[config.mk]
export PLATFORM = sky130hd
export DESIGN_NAME = fpu_arbiter
export DESIGN_NICKNAME = d
export VERILOG_FILES = /design/src/rtl/fpu_arb_pkg.sv /design/src/rtl/rr_arbiter.sv /design/src/rtl/fpu_arbiter.sv
export SDC_FILE = /design/constraint.sdc
export NUM_CORES = 1
export LEC_CHECK = 0
export CORE_AREA = 2 2 160 162
export CTS_BUF_LIST = sky130_fd_sc_hd__clkbuf_2
export CTS_CLUSTER_DIAMETER = 80
export DETAILED_ROUTE_END_ITERATION = 12
export DIE_AREA = 0 0 162 164
export PLACE_DENSITY_LB_ADDON = 0.15
export SETUP_SLACK_MARGIN = 0.3
export SLEW_MARGIN = 0
export SYNTH_ARGS = -nofsm -noshare
export SYNTH_HDL_FRONTEND = slang
export SYNTH_SLANG_ARGS = --single-unit
[constraint.sdc]
create_clock -name clock -period 6.1 [get_ports clock]
set_input_delay 0.915 -clock clock [delete_from_list [all_inputs] [get_ports clock]]
set_output_delay 0.915 -clock clock [all_outputs]
set_load 0.005 [all_outputs]
[src/rtl/fpu_arb_pkg.sv]
// ---------------------------------------------------------------------------
// fpu_arb_pkg
// Shared types and constants for the FPU arbiter slice.
//   state_t     : arbiter FSM states (IDLE, GRANT, LOAD, WAIT, RESP)
//   FP_W        : operand / result width
//   STATUS_W    : FPU status width (opaque to the arbiter)
//   EXP_W, MAN_W, EXP_BIAS : operand format (1 sign, 6-bit exponent with
//                bias 31, 25-bit mantissa); the arbiter never decodes it.
// ---------------------------------------------------------------------------
package fpu_arb_pkg;

    localparam int FP_W     = 32;
    localparam int STATUS_W = 4;

    localparam int EXP_W    = 6;
    localparam int MAN_W    = 25;
    localparam int EXP_BIAS = 31;

    typedef enum logic [2:0] {
        IDLE  = 3'd0,
        GRANT = 3'd1,
        LOAD  = 3'd2,
        WAIT  = 3'd3,
        RESP  = 3'd4
    } state_t;

endpackage

[src/rtl/rr_arbiter.sv]
// ---------------------------------------------------------------------------
// rr_arbiter
// Combinational request picker. Default build: round-robin, searching from
// i_rr_ptr upwards and wrapping. With FPU_ARB_FIXED_PRIO_EN defined the
// lowest requesting index always wins and i_rr_ptr is ignored.
// Ports:
//   i_req_valid  [NUM_REQ-1:0] : request vector
//   i_rr_ptr     [IDX_W-1:0]   : first index to consider
//   o_grant      [NUM_REQ-1:0] : one-hot winner (all zero if no request)
//   o_grant_idx  [IDX_W-1:0]   : binary index of the winner
// ---------------------------------------------------------------------------
module rr_arbiter #(
    parameter int NUM_REQ = 4,
    parameter int IDX_W   = $clog2(NUM_REQ)
) (
    input  logic [NUM_REQ-1:0] i_req_valid,
    input  logic [IDX_W-1:0]   i_rr_ptr,
    output logic [NUM_REQ-1:0] o_grant,
    output logic [IDX_W-1:0]   o_grant_idx
);

    logic             w_found;
    int               w_c_int;
    logic [IDX_W-1:0] w_c;

    always_comb begin
        o_grant     = '0;
        o_grant_idx = '0;
        w_found     = 1'b0;
        w_c_int     = 0;
        w_c         = '0;
        for (int i = 0; i < NUM_REQ; i++) begin
`ifdef FPU_ARB_FIXED_PRIO_EN
            w_c_int = i;
`else
            // Candidate index for search step i, wrapped modulo NUM_REQ so
            // non-power-of-two requester counts work too.
            w_c_int = int'(i_rr_ptr) + i;
            if (w_c_int >= NUM_REQ) begin
                w_c_int = w_c_int - NUM_REQ;
            end
`endif
            w_c = IDX_W'(w_c_int);
            if (!w_found && i_req_valid[w_c]) begin
                w_found      = 1'b1;
                o_grant[w_c] = 1'b1;
                o_grant_idx  = w_c;
            end
        end
    end

endmodule

[src/rtl/fpu_arbiter.sv]
// ---------------------------------------------------------------------------
// fpu_arbiter
// Shares one multi-cycle FPU adder among NUM_REQ requesters. One operation
// at a time: IDLE -> GRANT -> LOAD -> WAIT (FPU_LATENCY cycles) -> RESP.
// LOAD pulses the FPU reset pin low for one cycle to restart it on the
// latched operands; the result is captured in the last WAIT cycle.
// Build option: FPU_ARB_FIXED_PRIO_EN selects fixed (lowest index) priority
// instead of round-robin.
//
// Handshake: a requester raises req_valid with its operands and holds them
// until req_ready[i] pulses (one cycle, in GRANT). Requests seen while busy
// are ignored. The result comes back as a one-cycle rsp_valid[i] strobe with
// no backpressure; rsp_data/rsp_status hold until the next response.
//
// Ports:
//   clock, reset            : clock, synchronous active-high reset
//   req_valid/op_a/op_b     : requester side inputs (operands packed 32b/req)
//   req_ready, rsp_valid    : one-hot accept / result strobes
//   rsp_data, rsp_status    : captured FPU result and status
//   busy                    : high whenever not IDLE
//   fpu_reset_n             : FPU reset pin (active low)
//   fpu_op_a, fpu_op_b      : FPU operand inputs
//   fpu_data, fpu_status    : FPU outputs
//   dbg_state               : current FSM state
// ---------------------------------------------------------------------------
module fpu_arbiter
    import fpu_arb_pkg::*;
#(
    parameter int NUM_REQ     = 4,
    parameter int FPU_LATENCY = 8
) (
    input  logic                    clock,
    input  logic                    reset,
    input  logic [NUM_REQ-1:0]      req_valid,
    input  logic [NUM_REQ*FP_W-1:0] req_op_a,
    input  logic [NUM_REQ*FP_W-1:0] req_op_b,
    output logic [NUM_REQ-1:0]      req_ready,
    output logic [NUM_REQ-1:0]      rsp_valid,
    output logic [FP_W-1:0]         rsp_data,
    output logic [STATUS_W-1:0]     rsp_status,
    output logic                    busy,
    output logic                    fpu_reset_n,
    output logic [FP_W-1:0]         fpu_op_a,
    output logic [FP_W-1:0]         fpu_op_b,
    input  logic [FP_W-1:0]         fpu_data,
    input  logic [STATUS_W-1:0]     fpu_status,
    output state_t                  dbg_state
);

    localparam int IDX_W = $clog2(NUM_REQ);
    localparam int CNT_W = $clog2(FPU_LATENCY + 1);

    state_t              r_state;
    state_t              w_state_nxt;
    logic [CNT_W-1:0]    r_cnt;
    logic [IDX_W-1:0]    r_rr_ptr;
    logic [IDX_W-1:0]    r_winner;
    logic [NUM_REQ-1:0]  r_grant_oh;
    logic [FP_W-1:0]     r_op_a;
    logic [FP_W-1:0]     r_op_b;
    logic [FP_W-1:0]     r_rsp_data;
    logic [STATUS_W-1:0] r_rsp_status;
    logic                r_fpu_reset_n;

    logic [NUM_REQ-1:0]  w_arb_grant;
    logic [IDX_W-1:0]    w_arb_idx;
    logic                w_req_any;
    logic                w_cnt_last;
    logic [FP_W-1:0]     w_sel_a;
    logic [FP_W-1:0]     w_sel_b;

    rr_arbiter #(
        .NUM_REQ (NUM_REQ),
        .IDX_W   (IDX_W)
    ) u_arb (
        .i_req_valid (req_valid),
        .i_rr_ptr    (r_rr_ptr),
        .o_grant     (w_arb_grant),
        .o_grant_idx (w_arb_idx)
    );

    assign w_req_any  = |req_valid;
    assign w_cnt_last = (r_cnt == CNT_W'(FPU_LATENCY - 1));

    // Operand mux for the latched winner; constant slices per index.
    always_comb begin
        w_sel_a = '0;
        w_sel_b = '0;
        for (int i = 0; i < NUM_REQ; i++) begin
            if (r_winner == IDX_W'(i)) begin
                w_sel_a = req_op_a[i*FP_W +: FP_W];
                w_sel_b = req_op_b[i*FP_W +: FP_W];
            end
        end
    end

    // Next state and state-decoded outputs.
    always_comb begin
        w_state_nxt = r_state;
        req_ready   = '0;
        rsp_valid   = '0;
        busy        = (r_state != IDLE);
        case (r_state)
            IDLE:    if (w_req_any) w_state_nxt = GRANT;
            GRANT: begin
                w_state_nxt = LOAD;
                req_ready   = r_grant_oh;
            end
            LOAD:    w_state_nxt = WAIT;
            WAIT:    if (w_cnt_last) w_state_nxt = RESP;
            RESP: begin
                w_state_nxt = IDLE;
                rsp_valid   = r_grant_oh;
            end
            default: w_state_nxt = IDLE;
        endcase
    end

    always_ff @(posedge clock) begin
        if (reset) begin
            r_state       <= IDLE;
            r_cnt         <= '0;
            r_rr_ptr      <= '0;
            r_winner      <= '0;
            r_grant_oh    <= '0;
            r_op_a        <= '0;
            r_op_b        <= '0;
            r_rsp_data    <= '0;
            r_rsp_status  <= '0;
            r_fpu_reset_n <= 1'b0;
        end else begin
            r_state <= w_state_nxt;
            // Registered from next-state so the pin is glitch-free and low
            // exactly for the LOAD cycle.
            r_fpu_reset_n <= (w_state_nxt != LOAD);

            // The winner is picked from the requests seen in IDLE and held
            // through the whole operation; requesters keep their operands
            // stable until req_ready, so GRANT can latch them.
            if (r_state == IDLE && w_req_any) begin
                r_winner   <= w_arb_idx;
                r_grant_oh <= w_arb_grant;
`ifndef FPU_ARB_FIXED_PRIO_EN
                r_rr_ptr   <= (w_arb_idx == IDX_W'(NUM_REQ - 1)) ?
                              '0 : w_arb_idx + IDX_W'(1);
`endif
            end

            if (r_state == GRANT) begin
                r_op_a <= w_sel_a;
                r_op_b <= w_sel_b;
            end

            if (r_state == WAIT) begin
                r_cnt <= r_cnt + CNT_W'(1);
            end else begin
                r_cnt <= '0;
            end

            if (r_state == WAIT && w_cnt_last) begin
                r_rsp_data   <= fpu_data;
                r_rsp_status <= fpu_status;
            end
        end
    end

    assign rsp_data    = r_rsp_data;
    assign rsp_status  = r_rsp_status;
    assign fpu_op_a    = r_op_a;
    assign fpu_op_b    = r_op_b;
    assign fpu_reset_n = r_fpu_reset_n;
    assign dbg_state   = r_state;

endmodule

== Word-level counts from Yosys, hierarchy flattened ==
Cells that the tools add are included.

* Shift operators: 0
* Reductions and logical operators: 17
* Bitwise gates (word level): 4
* Add/subtract/negate cells: 9
* Divide/modulo/power cells: 0
* Muxes and demuxes: 45
* Multipliers: 0
* Order comparisons: 12
* Equality and inequality tests: 10

{| class="wikitable"
|+ Operators with widths
! kind !! count
|-
| $mux W32 || 8
|-
| $mux W4 || 6
|-
| $mux W2 || 9
|-
| $lt A2 B3 Y1 const B || 4
|-
| $or A4 B4 Y4 || 3
|-
| $pmux W3 S4 || 1
|-
| $mux W1 || 11
|-
| $ge A3 B3 Y1 const B || 3
|-
| $logic_and A1 B1 Y1 || 9
|-
| $bmux W1 S2 || 4
|-
| $demux W1 S2 || 4
|-
| $ge A2 B1 Y1 const B || 4
|-
| $sub A2 B1 Y2 const B || 4
|-
| $add A2 B2 Y3 const B || 2
|-
| $eq A2 B2 Y1 const B || 3
|-
| $eq A3 B2 Y1 const B || 2
|-
| $mux W3 || 2
|-
| $add A4 B1 Y4 const B || 1
|-
| $eq A4 B3 Y1 const B || 1
|-
| $reduce_or A4 Y1 || 1
|-
| $add A2 B1 Y3 const B || 1
|-
| $eq A3 B1 Y1 const B || 1
|-
| $eq A3 B3 Y1 const B || 1
|-
| $ge A2 B3 Y1 const B || 1
|-
| 9 further kinds || 11
|}

* Logic and storage cells: 107
* Bits of input ports: 298
* ROM bits: 0
* Output and inout port bits: 113
* Bits in writable memories: 0
* Register bits: 116
* Bits in latches: 0
* Memories: 0

== Longest topological paths before layout ==
* Word-level depth: 16
* Depth in mapped cells: 10
* Depth with buffers taken out: 8

== By module ==
From an unflattened synthesis, not the netlist that was laid out.

* Cells, all modules: 513
* Area, all modules: 5,875.6 um2

{| class="wikitable"
|+ By module, submodules not included
! module !! cells each !! instances !! area each (um2)
|-
| fpu_arbiter || 465 || 1 || 5,471.5
|-
| rr_arbiter || 48 || 1 || 404.1
|}

== Worst setup path after synthesis ==
OpenSTA, ideal clock, no wires.

* Path kind: flip-flop to flip-flop
* Start point: register with a tool-made name
* End point: register r_rr_ptr[1]
* Path buffers: 2
* Data required time: 6.014 ns
* Cell stages (with the launch flop): 10
* Data arrival time: 2.042 ns
* Period minus slack after synthesis: 2.128 ns
* Library setup time: 0.086 ns
* Slack: 3.972 ns
* Cells stage by stage: dfxtp_1 -> buf_6 -> inv_2 -> ha_1 -> buf_2 -> nand3b_1 -> a32oi_1 -> o22ai_1 -> xor2_1 -> a211oi_1

{| class="wikitable"
|+ RTL lines
! item !! line !! RTL
|-
| end signal, assigned || fpu_arbiter.sv:144 || <nowiki>r_rr_ptr <= (w_arb_idx == IDX_W'(NUM_REQ - 1)) ?</nowiki>
|-
| end, declared || fpu_arbiter.sv:56 || <nowiki>logic [IDX_W-1:0] r_rr_ptr;</nowiki>
|}

== Final worst setup path ==
* Start point: register r_state[2], in the netlist dbg_state[2]
* End point: output rsp_valid[0]

* Longest elaborated chain between the ends: 2

{| class="wikitable"
|+ Ends and longest elaborated chain
! item !! line !! RTL
|-
| start, declared || fpu_arbiter.sv:53 || <nowiki>state_t r_state;</nowiki>
|-
| start signal, assigned || fpu_arbiter.sv:132 || <nowiki>r_state <= w_state_nxt;</nowiki>
|-
| $eq A3 B3 Y1 || fpu_arbiter.sv:103 || <nowiki>case (r_state)</nowiki>
|-
| $mux W4 || fpu_arbiter.sv:103 ||
|-
| end, declared || fpu_arbiter.sv:38 || <nowiki>output logic [NUM_REQ-1:0] rsp_valid,</nowiki>
|}

No other way between the ends.

==> flow_summary.ini <==
[floorplanning]
core-area_mm2 = 0.0248
io_pins = 411
initial_core_util_pct = 24.6
fp.dieArea_mm2 = 0.0266
fp-row-count = 58
die_w_um = 162
die_h_um = 164

[yosys]
synth_edf_count = 0
ys_async_sr_fraction_pct = 0
synth.top_cells.by_area = dfxtp_1 38%, mux4_2 24%, nand2_1 13%, a21oi_1 8.8%, buf_2 1.6%
synthesis.area_per_instance_um2 = 9.26
synth_cells = 660
synth_top_flop_cell = dfxtp_1
yosysSeqAreaShare_pct = 38.0
yosys.area.top_type = dfxtp_1
syn_nets = 965
ys_seq_elements = 116
ys_types = 48
yosysTopAreaCellShare_pct = 38.0
yosys_warnings = 0
synth_area_mm2 = 0.00611

[clock_network]
cts_tree = built
cts.path.max_buffers = 2
clkTransAtPathRegs_ps = 180
clock_latency_ps = 690
cts_num_sinks = 116
post_cts_buffers = 0
cts_made_buffers = 17
ctsResizeCount = 0
cts-htree-levels = 4
clock-root-buffer = clkbuf_2
holdBufCountCts = 0

[final_layout]
multiInputGateArea_mm2 = 0.00351
area_delta_synth_final_pct = 75.1
nets = 1343
fill_cells = 2508
final_common_cell = clkdlybuf4s50_1
drive_gt1_share_pct = 11.2
final_cell_mix = 409 x clkdlybuf4s50_1, 208 x nand2_1, 114 x dfxtp_1
register_area_mm2 = 0.00233

[setup_path]
critPathLaunchType = flop
critPathSlowestCell = dfxtp_1
cp_cell_sequence = nor3b_1, and2_1, clkdlybuf4s50_1
max_stage_delay_ps = 520
critPathMaxFanout = 7
end_kind = primary output
path_class = flop to primary output
cp_data_arrival_time_ps = 2230
crit_required_ps = 5180
worstSetupStartpoint = dbg_state[2]$_SDFF_PP0_

[hold_path]
hold_class = flop to flop
hold_start = fpu_op_a[6]$_SDFFE_PP0N_

[power]
power.switching_mw = 0.793
clockPowerShare_pct = 24.7
sw_frac_of_total_pct = 32.3
power_leakage_nw = 3.63
power.density_mw_per_mm2 = 229
combPwrFrac_pct = 36.7
peakVddDrop_mv = 0.121
intPower_mw = 1.66
p_seq_share_pct = 38.6

[sta]
setup-violations-final = 0
tightestPinTransition_ps = 965
hold_ws_ps = 465
rsz0062_at_grt = no
tns_ps = 0
fin_crit_ps = 3140
final_max_slew_viol_count = 0
hold_violations = 0
fin_crit_sh_pct = 51.5
clock_skew_ps = 54.1
relSlewSlack_pct = 35.7
max_freq_mhz = 318

[run_status]
status = completed

[routing]
dr.first_iter.drc_count = 257
dr.pass1.iters = 4
vias = 6337
avgViaCountPerCell = 4.58
wl_per_cell_um = 18.0
route.detailed.drc = 0
wl_um = 24900
antenna_left = 0

[place]
place_congestion = 0.753
dpl.hpwl_um = 18800
port_buffers = 410

[global_route]
grt_pass1_vias = 6068
grt-ovfl-total = 0
grt_pass1_wl_um = 35800
antenna_found_initial = 1
grt_max_degree = 73
grt_util_all_layers_pct = 17.8

[run]
drv_cap = 0
[layout make-up]
class                      instances  area share [%]
tap                              330            3.86
antenna                            2          0.0467
clock inverter                    15            1.90
timing repair buffer             416            38.7
multi-input combinational        483            32.8
sequential                       116            21.8
inverter                           4           0.140
clock buffer                      17           0.795
[power by group through the flow]
stage                     combinational [mW]  clock [mW]  sequential (mW)
after floorplan                        0.552           0            0.889
final                                  0.900       0.605            0.948
after global placement                 0.913           0            0.966
after detailed placement               0.910           0            0.968
after global routing                   0.977       0.657            0.966
after CTS                              0.914       0.634            0.953
[path summary, 6_finish.rpt]
check	to	slack, ps	cells after the start
setup / recovery	rsp_valid[0]	2960	3
setup reg to reg	r_grant_oh[0]$_SDFFE_PP0P_	3340	8
hold / removal	fpu_op_a[6]$_SDFFE_PP0N_	470	2
hold reg to reg	fpu_op_a[6]$_SDFFE_PP0N_	470	2
[per-stage QoR]
stage          area [um^2]  std cells  utilization, %  setup WS, ps  power, mW
2_1_floorplan         6110        660               -          3970       1.44
3_3_place_gp         10400       1349            42.0          3250       1.88
3_5_place_dp         10400       1349            42.0          3240       1.88
4_1_cts              10700       1381            43.1          2830       2.50
5_1_grt              10700       1383            43.1          2720       2.60
6_report             10700       1383            43.1          2960       2.45
[synthesized netlist by cell type (all sizes together), types with 3 or more instances]
library cell / count
a311oi: 4
mux4: 64
o21ai: 6
and2b: 3
and2: 6
nor2b: 7
a211oi: 5
a21oi: 109
a221oi: 4
ha: 7
nand2: 209
inv: 4
buf: 36
clkbuf: 21
and3: 4
nor3b: 4
nor2: 22
nand3b: 4
dfxtp: 116
[critical path, delay by kind of cell, from the launching register on]
family                 cells  cell delay (ps)
buffers and inverters      1              500
AND/OR/NAND/NOR            2              550
flip-flops                 1              520
[logic make-up (layout without fill, tap and decap cells)]
group / Yosys count / in the layout / share of synthesized area (%)
buffers and inverters: 61 / 452 / 4.81
xor gates and xnor gates: 3 / 3 / 0.430
other: 0 / 2 / 0
and+or+nand+nor: 273 / 273 / 19.2
adders and majority gates: 7 / 7 / 1.43
muxes: 66 / 66 / 23.9
AOI/OAI and AO/OA: 134 / 134 / 12.3
DFF: 116 / 116 / 38.0
[routing by layer]
layer	global-route usage [%]	vias to the layer above	wire [um]
li1	-	3082	-
met1	22.1	2991	10500
met2	30.0	243	12300
met3	5.28	21	1760
met4	4.95	0	401
met5	0	-	0
[state kept, by name, summed over array words and instances (netlist names), named ones only]
| register | cells |
|---|---|
| dbg_state | 3 |
| fpu_op_a | 32 |
| fpu_op_b | 32 |
| fpu_reset_n | 1 |
| r_cnt | 4 |
| r_grant_oh | 4 |
| r_rr_ptr | 1 |
| r_winner | 2 |
| rsp_data | 32 |
| rsp_status | 4 |
Power figures use the tool's default switching activity.
